`config.mk`:
```
export PLATFORM = sky130hd
export DESIGN_NAME = axi_ibuf_loader_flat
export DESIGN_NICKNAME = d
export VERILOG_FILES = /design/src/rtl/axi_ibuf_loader_if.sv /design/src/rtl/axi_ibuf_loader.sv /design/src/flat_wrapper.sv
export SDC_FILE = /design/constraint.sdc
export NUM_CORES = 1
export LEC_CHECK = 0
export BUFFER_PORTS_ARGS = -buffer_cell sky130_fd_sc_hd__buf_2
export CAP_MARGIN = 10
export CELL_PAD_IN_SITES_DETAIL_PLACEMENT = 1
export CELL_PAD_IN_SITES_GLOBAL_PLACEMENT = 1
export CORE_AREA = 2 2 333 335
export CTS_BUF_LIST = sky130_fd_sc_hd__clkbuf_2 sky130_fd_sc_hd__clkbuf_4 sky130_fd_sc_hd__clkbuf_8
export CTS_CLUSTER_SIZE = 10
export DETAILED_ROUTE_END_ITERATION = 6
export DIE_AREA = 0 0 335 337
export PLACE_DENSITY = 0.38
export SETUP_SLACK_MARGIN = 0.4
export SLEW_MARGIN = 20
export SYNTH_ARGS = -nofsm -noshare
export SYNTH_HDL_FRONTEND = slang
export SYNTH_SLANG_ARGS = --single-unit
```
`constraint.sdc`:
```
create_clock -name clk -period 3.9 [get_ports clk]
set_input_delay 0.585 -clock clk [delete_from_list [all_inputs] [get_ports clk]]
set_output_delay 0.585 -clock clk [all_outputs]
set_load 0.005 [all_outputs]
```
`src/rtl/axi_ibuf_loader_if.sv`:
```
// AXI4-Stream ingress bundle carrying packed coefficient beats into the loader.
interface axi_ibuf_loader_if;
    logic [511:0] tdata;
    logic         tvalid;
    logic         tlast;
    logic         tready;

    // Stream source (host DMA side)
    modport master (
        output tdata,
        output tvalid,
        output tlast,
        input  tready
    );

    // Stream sink (loader side)
    modport slave (
        input  tdata,
        input  tvalid,
        input  tlast,
        output tready
    );
endinterface

```
`src/rtl/axi_ibuf_loader.sv`:
```
// Ingress loader: turns a 512-bit AXI4-Stream of eight 64-bit coefficient lanes
// into the transposer's sequential write stream. Each load starts with a
// one-cycle transposer reset, numbers beats 0..NUM_BEATS-1 as buffer addresses,
// flags TLAST framing errors, and waits for the transposer's done pulse before
// reporting completion.
module axi_ibuf_loader #(
    parameter int DATA_WIDTH = 39,
    parameter int NUM_BEATS  = 2048
) (
    input  logic                    clk,
    input  logic                    rst_n,
    input  logic                    i_start,
    output logic                    o_busy,
    output logic                    o_load_done,
    output logic                    o_err,
    axi_ibuf_loader_if.slave        s_axis,
    output logic                    o_ibuf_reset,
    output logic                    o_ibuf_wren,
    output logic [11:0]             o_ibuf_addr,
    output logic [8*DATA_WIDTH-1:0] o_ibuf_data,
    input  logic                    i_ibuf_done
);

    localparam logic [11:0] LAST_BEAT = 12'(NUM_BEATS - 1);

    typedef enum logic [2:0] {
        ST_IDLE = 3'd0,
        ST_CLR  = 3'd1,
        ST_LOAD = 3'd2,
        ST_WAIT = 3'd3,
        ST_DONE = 3'd4
    } state_t;

    state_t                    state_q;
    logic [11:0]               cnt_q;
    logic                      busy_q;
    logic                      load_done_q;
    logic                      err_q;
    logic                      tready_q;
    logic                      ibuf_reset_q;
    logic                      wren_q;
    logic [11:0]               addr_q;
    logic [8*DATA_WIDTH-1:0]   data_q;
    logic [8*DATA_WIDTH-1:0]   data_d;
    logic                      hs_s;

    // Keep the low DATA_WIDTH bits of each 64-bit lane and pack lanes densely.
    function automatic logic [8*DATA_WIDTH-1:0] pack_lanes(input logic [511:0] beat);
        logic [8*DATA_WIDTH-1:0] packed_v;
        packed_v = '0;
        for (int k = 0; k < 8; k++) begin
            packed_v[k*DATA_WIDTH +: DATA_WIDTH] = beat[k*64 +: DATA_WIDTH];
        end
        return packed_v;
    endfunction

    // Handshake and truncated beat data feeding the write-path registers.
    always_comb begin
        hs_s   = s_axis.tvalid & tready_q;
        data_d = pack_lanes(s_axis.tdata);
    end

    // Load sequencer with all outputs registered alongside the state.
    always_ff @(posedge clk or negedge rst_n) begin
        if (!rst_n) begin
            state_q      <= ST_IDLE;
            cnt_q        <= 12'd0;
            busy_q       <= 1'b0;
            load_done_q  <= 1'b0;
            err_q        <= 1'b0;
            tready_q     <= 1'b0;
            ibuf_reset_q <= 1'b0;
            wren_q       <= 1'b0;
            addr_q       <= 12'd0;
            data_q       <= '0;
        end else begin
            // Single-cycle strobes default low every cycle.
            ibuf_reset_q <= 1'b0;
            wren_q       <= 1'b0;
            load_done_q  <= 1'b0;
            case (state_q)
                ST_IDLE: begin
                    if (i_start) begin
                        state_q      <= ST_CLR;
                        busy_q       <= 1'b1;
                        ibuf_reset_q <= 1'b1;
                        err_q        <= 1'b0;
                    end
                end
                ST_CLR: begin
                    state_q  <= ST_LOAD;
                    cnt_q    <= 12'd0;
                    err_q    <= 1'b0;
                    tready_q <= 1'b1;
                end
                ST_LOAD: begin
                    if (hs_s) begin
                        wren_q <= 1'b1;
                        addr_q <= cnt_q;
                        data_q <= data_d;
                        if (cnt_q == LAST_BEAT) begin
                            // The beat count, not TLAST, ends the load.
                            state_q  <= ST_WAIT;
                            tready_q <= 1'b0;
                            if (!s_axis.tlast) begin
                                err_q <= 1'b1;
                            end
                        end else begin
                            cnt_q <= cnt_q + 12'd1;
                            if (s_axis.tlast) begin
                                err_q <= 1'b1;
                            end
                        end
                    end
                end
                ST_WAIT: begin
                    if (i_ibuf_done) begin
                        state_q     <= ST_DONE;
                        load_done_q <= 1'b1;
                    end
                end
                ST_DONE: begin
                    state_q <= ST_IDLE;
                    busy_q  <= 1'b0;
                end
                default: begin
                    state_q  <= ST_IDLE;
                    busy_q   <= 1'b0;
                    tready_q <= 1'b0;
                end
            endcase
        end
    end

    assign o_busy        = busy_q;
    assign o_load_done   = load_done_q;
    assign o_err         = err_q;
    assign s_axis.tready = tready_q;
    assign o_ibuf_reset  = ibuf_reset_q;
    assign o_ibuf_wren   = wren_q;
    assign o_ibuf_addr   = addr_q;
    assign o_ibuf_data   = data_q;

endmodule

```
`src/flat_wrapper.sv`:
```
// flat-port wrapper written by rule: the top's interface ports become plain ports
module axi_ibuf_loader_flat 
#(
    parameter int DATA_WIDTH = 39,
    parameter int NUM_BEATS  = 2048
)
  (clk, rst_n, i_start, o_busy, o_load_done, o_err, o_ibuf_reset, o_ibuf_wren, o_ibuf_addr, o_ibuf_data, i_ibuf_done, s_axis_tdata, s_axis_tvalid, s_axis_tlast, s_axis_tready);
  axi_ibuf_loader_if s_axis_i ();
  input  logic clk;
  input  logic rst_n;
  input  logic i_start;
  output logic o_busy;
  output logic o_load_done;
  output logic o_err;
  output logic o_ibuf_reset;
  output logic o_ibuf_wren;
  output logic [11:0] o_ibuf_addr;
  output logic [8*DATA_WIDTH-1:0] o_ibuf_data;
  input  logic i_ibuf_done;
  input wire logic [$bits(s_axis_i.tdata)-1:0] s_axis_tdata;
  input wire logic [$bits(s_axis_i.tvalid)-1:0] s_axis_tvalid;
  input wire logic [$bits(s_axis_i.tlast)-1:0] s_axis_tlast;
  output wire logic [$bits(s_axis_i.tready)-1:0] s_axis_tready;
  assign s_axis_i.tdata = s_axis_tdata;
  assign s_axis_i.tvalid = s_axis_tvalid;
  assign s_axis_i.tlast = s_axis_tlast;
  assign s_axis_tready = s_axis_i.tready;
  axi_ibuf_loader #(.DATA_WIDTH(DATA_WIDTH), .NUM_BEATS(NUM_BEATS)) u_core (.clk(clk), .rst_n(rst_n), .i_start(i_start), .o_busy(o_busy), .o_load_done(o_load_done), .o_err(o_err), .s_axis(s_axis_i), .o_ibuf_reset(o_ibuf_reset), .o_ibuf_wren(o_ibuf_wren), .o_ibuf_addr(o_ibuf_addr), .o_ibuf_data(o_ibuf_data), .i_ibuf_done(i_ibuf_done));
endmodule
```
==> results.json, run 1 <==
{
  "clk_pin_slew_ps": 60,
  "status": "finished clean",
  "synthXorXnorAreaFrac_pct": 0.0666,
  "numPortBuffers": 647,
  "postPlaceCellArea_um2": 18200,
  "postSynthCellCount": 1474,
  "critPathCaptureType": "flip-flop",
  "syn_area_um2": 13100,
  "critPathLaunchType": "flip-flop",
  "worstSetupPathType": "flip-flop to flip-flop",
  "avgRoutedWirePerCell_um": 15.6,
  "yosys_warnings": 0,
  "postLayoutCoreUtil_pct": 19.8,
  "synthArstFlopShare_pct": 100,
  "num-nets-final": 2856,
  "tightest_slew_ps": 972,
  "antenna_found_initial": 10,
  "power.internal_mw": 6.47,
  "fin_skew_ps": 35.6,
  "routabilityCongestion": 0.753,
  "drtIter0Drc": 376,
  "setup_viol": 0,
  "crit_path_top_delay_cell": "buf_4",
  "leakage_nw": 12.6,
  "ant_nets": 0,
  "area_growth_syn_to_layout_pct": 65.0,
  "ir_worst_vdd_uv": 153,
  "vias": 13200,
  "clock-sinks": 345,
  "cts_root_buf": "clkbuf_8",
  "clk_latency_ps": 690,
  "fillCellCount": 13100,
  "synth_top_family_by_area": "simple AND/OR/NAND/NOR gates",
  "cts_buffers": 77,
  "grt_use_total_pct": 10.3,
  "critPathBufInv": 2,
  "grt_pass1_vias": 14400,
  "viasPerCell": 3.44,
  "tritoncts": "done",
  "fmax_mhz": 422,
  "fin_tns_setup_ps": 0,
  "p_per_area_nw_per_um2": 390,
  "synth_edf_count": 0,
  "drcViolationCount": 0,
  "synth_adder_area_share_pct": 0.0952,
  "clock_path_buffers": 3,
  "drv_cap": 0,
  "crit_required_ps": 4520,
  "route.met3.wl_mm": 5.80,
  "rsz0062_at_grt": "no",
  "report.final.slew_viol_count": 0,
  "grt_overflow": 0,
  "die_height_um": 337,
  "switching_share_pct": 23.6,
  "synthSimpleGateAreaFrac_pct": 29.9,
  "ys_types": 37,
  "ys.flop_type": "dfrtp_1",
  "post-cts-setup-buffers": 0,
  "routedLengthMet1_mm": 24.5,
  "clockPowerShare_pct": 52.9,
  "grt_pass1_wl_mm": 89.0,
  "hp-class": "input port to flip-flop",
  "route.top_layer_used": "met5",
  "drt-total-wl_mm": 59.6,
  "start_util_pct": 12.0,
  "grt_max_degree": 138,
  "hold_ws_ps": 109,
  "ios": 848,
  "drive_gt1_share_pct": 34.3,
  "dr_wl_met2_mm": 27.6,
  "syn_area_per_cell_um2": 8.92,
  "report.power.total_mw": 8.47,
  "ys_seq_area_share_pct": 65.7,
  "synth.area.mux_share_pct": 0.228,
  "arrival_ps": 2990,
  "dp_cells": 3505,
  "pwr-share-comb_pct": 4.8,
  "cp_max_fo": 53,
  "hold_viol_final": 0,
  "synth_compound_area_share_pct": 1.32,
  "pre_cts_slack_ps": 1140,
  "coreArea_um2": 110000,
  "layoutNonFillerInstCount": 3822,
  "relSlewSlack_pct": 34.7,
  "crit_chain": "and3_1 -> nand2_8 -> buf_4 -> buf_4 -> nand2_1 -> nand2_1",
  "die-area_um2": 113000,
  "seq_power_share_pct": 42.3,
  "rows": 122,
  "hpwl_mm": 42.9,
  "synth_seq_cells": 345,
  "first_pass_iters": 4,
  "layout_min_cycle_time_ps": 2370,
  "power.switching_mw": 2.00,
  "period_share_pct": 60.7,
  "cts_resized": 0,
  "htree_levels": 3,
  "design_area_um2": 21700,
  "die_w_um": 335,
  "timing.final.ws_setup_ps": 1530,
  "crit_family": "buffers and inverters",
  "slowest_delay_ps": 550,
  "syn-num-nets": 1993
}
-- placed cells by master (no fill, tap or decap), types with 2 or more instances in the layout --
cell           instances
o21ai_0                7
nor2_1                 6
a21oi_1                7
diode_2                4
buf_12                 9
clkinv_2               6
and3_1                 4
clkbuf_4              20
inv_6                  2
bufinv_16              2
nand4_1                3
nand3_1                3
buf_4                 24
or4_1                  4
dfrtp_1              345
inv_1                  4
o31ai_1                5
nand2_1              981
clkbuf_8             102
clkinvlp_4             2
and4_1                 2
and2_1                 2
dlygate4sd3_1        179
nor3_1                 2
or3_1                  4
buf_2                646
mux2i_1                3
-- registers in the layout, indices dropped and copies added (netlist names) --
register,count
u_core.o_busy,1
u_core.o_err,1
u_core.state_q,3
u_core.o_ibuf_addr,12
u_core.o_ibuf_data,312
u_core.s_axis.tready,1
u_core.cnt_q,12
u_core.o_load_done,1
u_core.o_ibuf_wren,1
u_core.o_ibuf_reset,1
-- synth_stat cells, types with 2 or more instances --
| cell type | n | area [um2] |
|---|---|---|
| clkbuf_1 | 28 | 105 |
| nor2_1 | 6 | 22.5 |
| buf_4 | 2 | 15.0 |
| nor3_1 | 2 | 10.0 |
| nand2_1 | 981 | 3680 |
| buf_2 | 40 | 200 |
| a21oi_1 | 7 | 35.0 |
| or4_1 | 4 | 30.0 |
| o21ai_0 | 7 | 35.0 |
| or3_1 | 4 | 25.0 |
| o31ai_1 | 5 | 37.5 |
| inv_1 | 4 | 15.0 |
| and3_1 | 4 | 25.0 |
| buf_1 | 5 | 18.8 |
| mux2i_1 | 3 | 30.0 |
| nand4_1 | 3 | 18.8 |
| and2_1 | 2 | 12.5 |
| and4_1 | 2 | 17.5 |
| nand3_1 | 3 | 15.0 |
| dfrtp_1 | 345 | 8630 |
-- final timing paths --
check                                        start                      end  slack, ps  cells past startpoint
setup / recovery              u_core.s_axis.tready  u_core.o_ibuf_data[258]       1530                      6
hold / removal                   s_axis_tdata[280]  u_core.o_ibuf_data[180]        110                      3
setup reg to reg              u_core.s_axis.tready  u_core.o_ibuf_data[258]       1530                      6
hold reg to reg            u_core.o_ibuf_data[201]  u_core.o_ibuf_data[201]        470                      2
max in group asynchronous                    rst_n  u_core.o_ibuf_data[113]       2360                      3
min in group asynchronous                    rst_n  u_core.o_ibuf_data[208]        610                      2
-- cells by family (layout without fill, tap and decap cells) --
group                      after synthesis  after routing
and+or+nand+nor                       1017           1017
DFF                                    345            345
buffers and inverters                   80            998
AOI/OAI and AO/OA                       27             27
muxes                                    3              3
adders and majority gates                1              1
xor gates and xnor gates                 1              1
other                                    0              4
-- what timing repair did --
action | in CTS | in global routing
hold endpoints to repair | 260 | 0
endpoints found under the setup margin | 0 | 0
hold buffers | 179 | 0
-- cell type report --
class	instances	area [um2]	share of cell area, %
antenna	4	10.0	0.0461
timing repair buffer	859	5400	24.9
clock inverter	12	123	0.565
inverter	5	26.3	0.121
tap	1426	1780	8.22
sequential	345	8630	39.8
multi-input combinational	1049	4170	19.2
clock buffer	122	1550	7.16
-- worst min-delay path, delay by kind of cell --
kind / cells / cell delay, ps
buffers and inverters: 1 / 80
AND/OR/NAND/NOR: 2 / 90
-- metal layers --
| metal | vias to the layer above | GRT usage [%] |
|---|---|---|
| met1 | 6336 | 12.1 |
| met5 | - | 0 |
| met2 | 465 | 16.5 |
| li1 | 6242 | - |
| met3 | 111 | 4.62 |
| met4 | 12 | 3.97 |
-- power groups by stage --
stage / sequential [mW] / combinational [mW] / clock, mW
2_1_floorplan: 3.65 / 0.00402 / 0
3_3_place_gp: 3.64 / 0.271 / 0
3_5_place_dp: 3.64 / 0.274 / 0
4_1_cts: 3.58 / 0.425 / 4.76
5_1_grt: 3.58 / 0.453 / 4.92
6_report: 3.58 / 0.408 / 4.48
No activity file was read; power rests on OpenSTA's default activity.
==> inputs of run 2 (changes only) <==
- CORE_AREA: 2 2 333 335 -> 2 2 330 332
- DIE_AREA: 0 0 335 337 -> 0 0 332 334
- clock period: 3.9 -> 2.5 ns (I/O delays scaled with it)
==> results.json, run 2 (synthesis gave the netlist of run 1 again) <==
{
  "post-cts-setup-buffers": 0,
  "critPathCaptureType": "flip-flop",
  "critPathBufInv": 1,
  "antenna_found_initial": 12,
  "dp_cells": 3485,
  "cts_buffers": 77,
  "p_per_area_nw_per_um2": 584,
  "numPortBuffers": 647,
  "die-area_um2": 111000,
  "startpoint": "u_core.cnt_q[0]",
  "die_height_um": 334,
  "drtIter0Drc": 380,
  "cts_root_buf": "clkbuf_8",
  "fmax_mhz": 539,
  "num-nets-final": 2986,
  "clk_latency_ps": 680,
  "pre_cts_slack_ps": 368,
  "arrival_ps": 2430,
  "drcViolationCount": 0,
  "rsz0062_at_grt": "no",
  "fillCellCount": 12800,
  "tightest_slew_ps": 624,
  "start_util_pct": 12.2,
  "multi_input_area_um2": 4170,
  "die_w_um": 332,
  "relSlewSlack_pct": 58.4,
  "viasPerCell": 3.48,
  "layoutNonFillerInstCount": 3951,
  "hold_viol_final": 0,
  "hold_ws_ps": 266,
  "tritoncts": "done",
  "grt_pass1_vias": 15200,
  "postPlaceCellArea_um2": 18200,
  "grt_use_total_pct": 10.9,
  "routabilityCongestion": 0.761,
  "htree_levels": 3,
  "crit_family": "simple AND/OR/NAND/NOR gates",
  "hp-class": "input port to async pin",
  "ant_nets": 0,
  "leakage_nw": 13.2,
  "layout_min_cycle_time_ps": 1860,
  "coreArea_um2": 108000,
  "avgRoutedWirePerCell_um": 15.5,
  "design_area_um2": 23100,
  "first_pass_iters": 4,
  "vias": 13800,
  "drt-total-wl_mm": 61.1,
  "fin_tns_setup_ps": 0,
  "hpwl_mm": 43.9,
  "clock_path_buffers": 3,
  "crit_required_ps": 3070,
  "clock-sinks": 345,
  "slowest_delay_ps": 420,
  "drive_gt1_share_pct": 32.5,
  "grt_overflow": 0,
  "setup_viol": 0,
  "ios": 848,
  "worstSetupPathType": "flip-flop to flip-flop",
  "drv_cap": 0,
  "ir_worst_vdd_uv": 299,
  "final_cell_mix": "981 x nand2_1, 646 x buf_2, 345 x dfrtp_1, 317 x dlygate4sd3_1, 100 x clkbuf_8",
  "timing.final.ws_setup_ps": 643,
  "area_growth_syn_to_layout_pct": 75.7,
  "cp_max_fo": 10,
  "r2r_start": "u_core.cnt_q[0]",
  "report.final.slew_viol_count": 0,
  "crit_path_top_delay_cell": "nor4_4",
  "rows": 121,
  "period_share_pct": 74.3,
  "largest_reg_flops": 312,
  "grt_max_degree": 104,
  "grt_pass1_wl_mm": 93.6,
  "regArea_um2": 8630,
  "status": "finished clean",
  "critPathLaunchType": "flip-flop",
  "clk_pin_slew_ps": 60,
  "fin_skew_ps": 32.0,
  "crit_chain": "ha_1 -> nand4_1 -> nor4_4 -> buf_4 -> nand2_1 -> a31o_1",
  "final_common_cell": "nand2_1"
}
[run 2: layer usage]
| metal | routed length, um | vias to the layer above | global-route usage [%] |
|---|---|---|---|
| met3 | 5130 | 122 | 4.19 |
| met1 | 25400 | 6639 | 12.9 |
| met2 | 28500 | 482 | 17.7 |
| li1 | - | 6508 | - |
| met4 | 1980 | 8 | 4.59 |
| met5 | 53 | - | 0 |
[run 2: report_power, final]
group	leakage (nW)	switching (mW)	internal (mW)
Sequential	4.80	0	5.59
Combinational	7.50	0.302	0.525
Clock	0.913	2.86	4.21
[run 2: repair_timing]
item / in CTS / in global routing
gates resized for setup: 1 / 2
hold buffers: 317 / 0
endpoints found under the hold margin: 362 / 0
setup endpoints to repair: 1 / 26
[run 2: worst register-to-register path, stage by stage (launching register included)]
cell and delay [ps]:
dfrtp_1 410, ha_1 220, nand4_1 160, nor4_4 420
buf_4 250, nand2_1 70, a31o_1 210
[run 2: through the flow]
step / utilization (%) / power (mW)
detailed placement: 16.9 / 6.11
floorplan: - / 5.69
CTS: 21.4 / 13.9
global placement: 16.9 / 6.11
global route: 21.4 / 14.2
finish: 21.4 / 13.5
[run 2: area by class of cell]
cell class	count	share of cell area, %
diodes	7	0.0758
clock buffers	129	6.90
clock inverters	13	0.547
inverters	5	0.135
multi-input cells	1049	18.0
flip-flops and latches	345	37.4
well taps	1414	7.66
repair buffers	989	29.3
[run 2: worst paths after layout]
kind	slack, ps	cells past startpoint	to
max	640	6	u_core.s_axis.tready
min	270	2	u_core.o_ibuf_data[187]
max reg2reg	640	6	u_core.s_axis.tready
min reg2reg	470	2	u_core.o_ibuf_data[209]
max in group asynchronous	1390	3	u_core.o_ibuf_data[77]
min in group clk	420	4	u_core.o_ibuf_data[52]
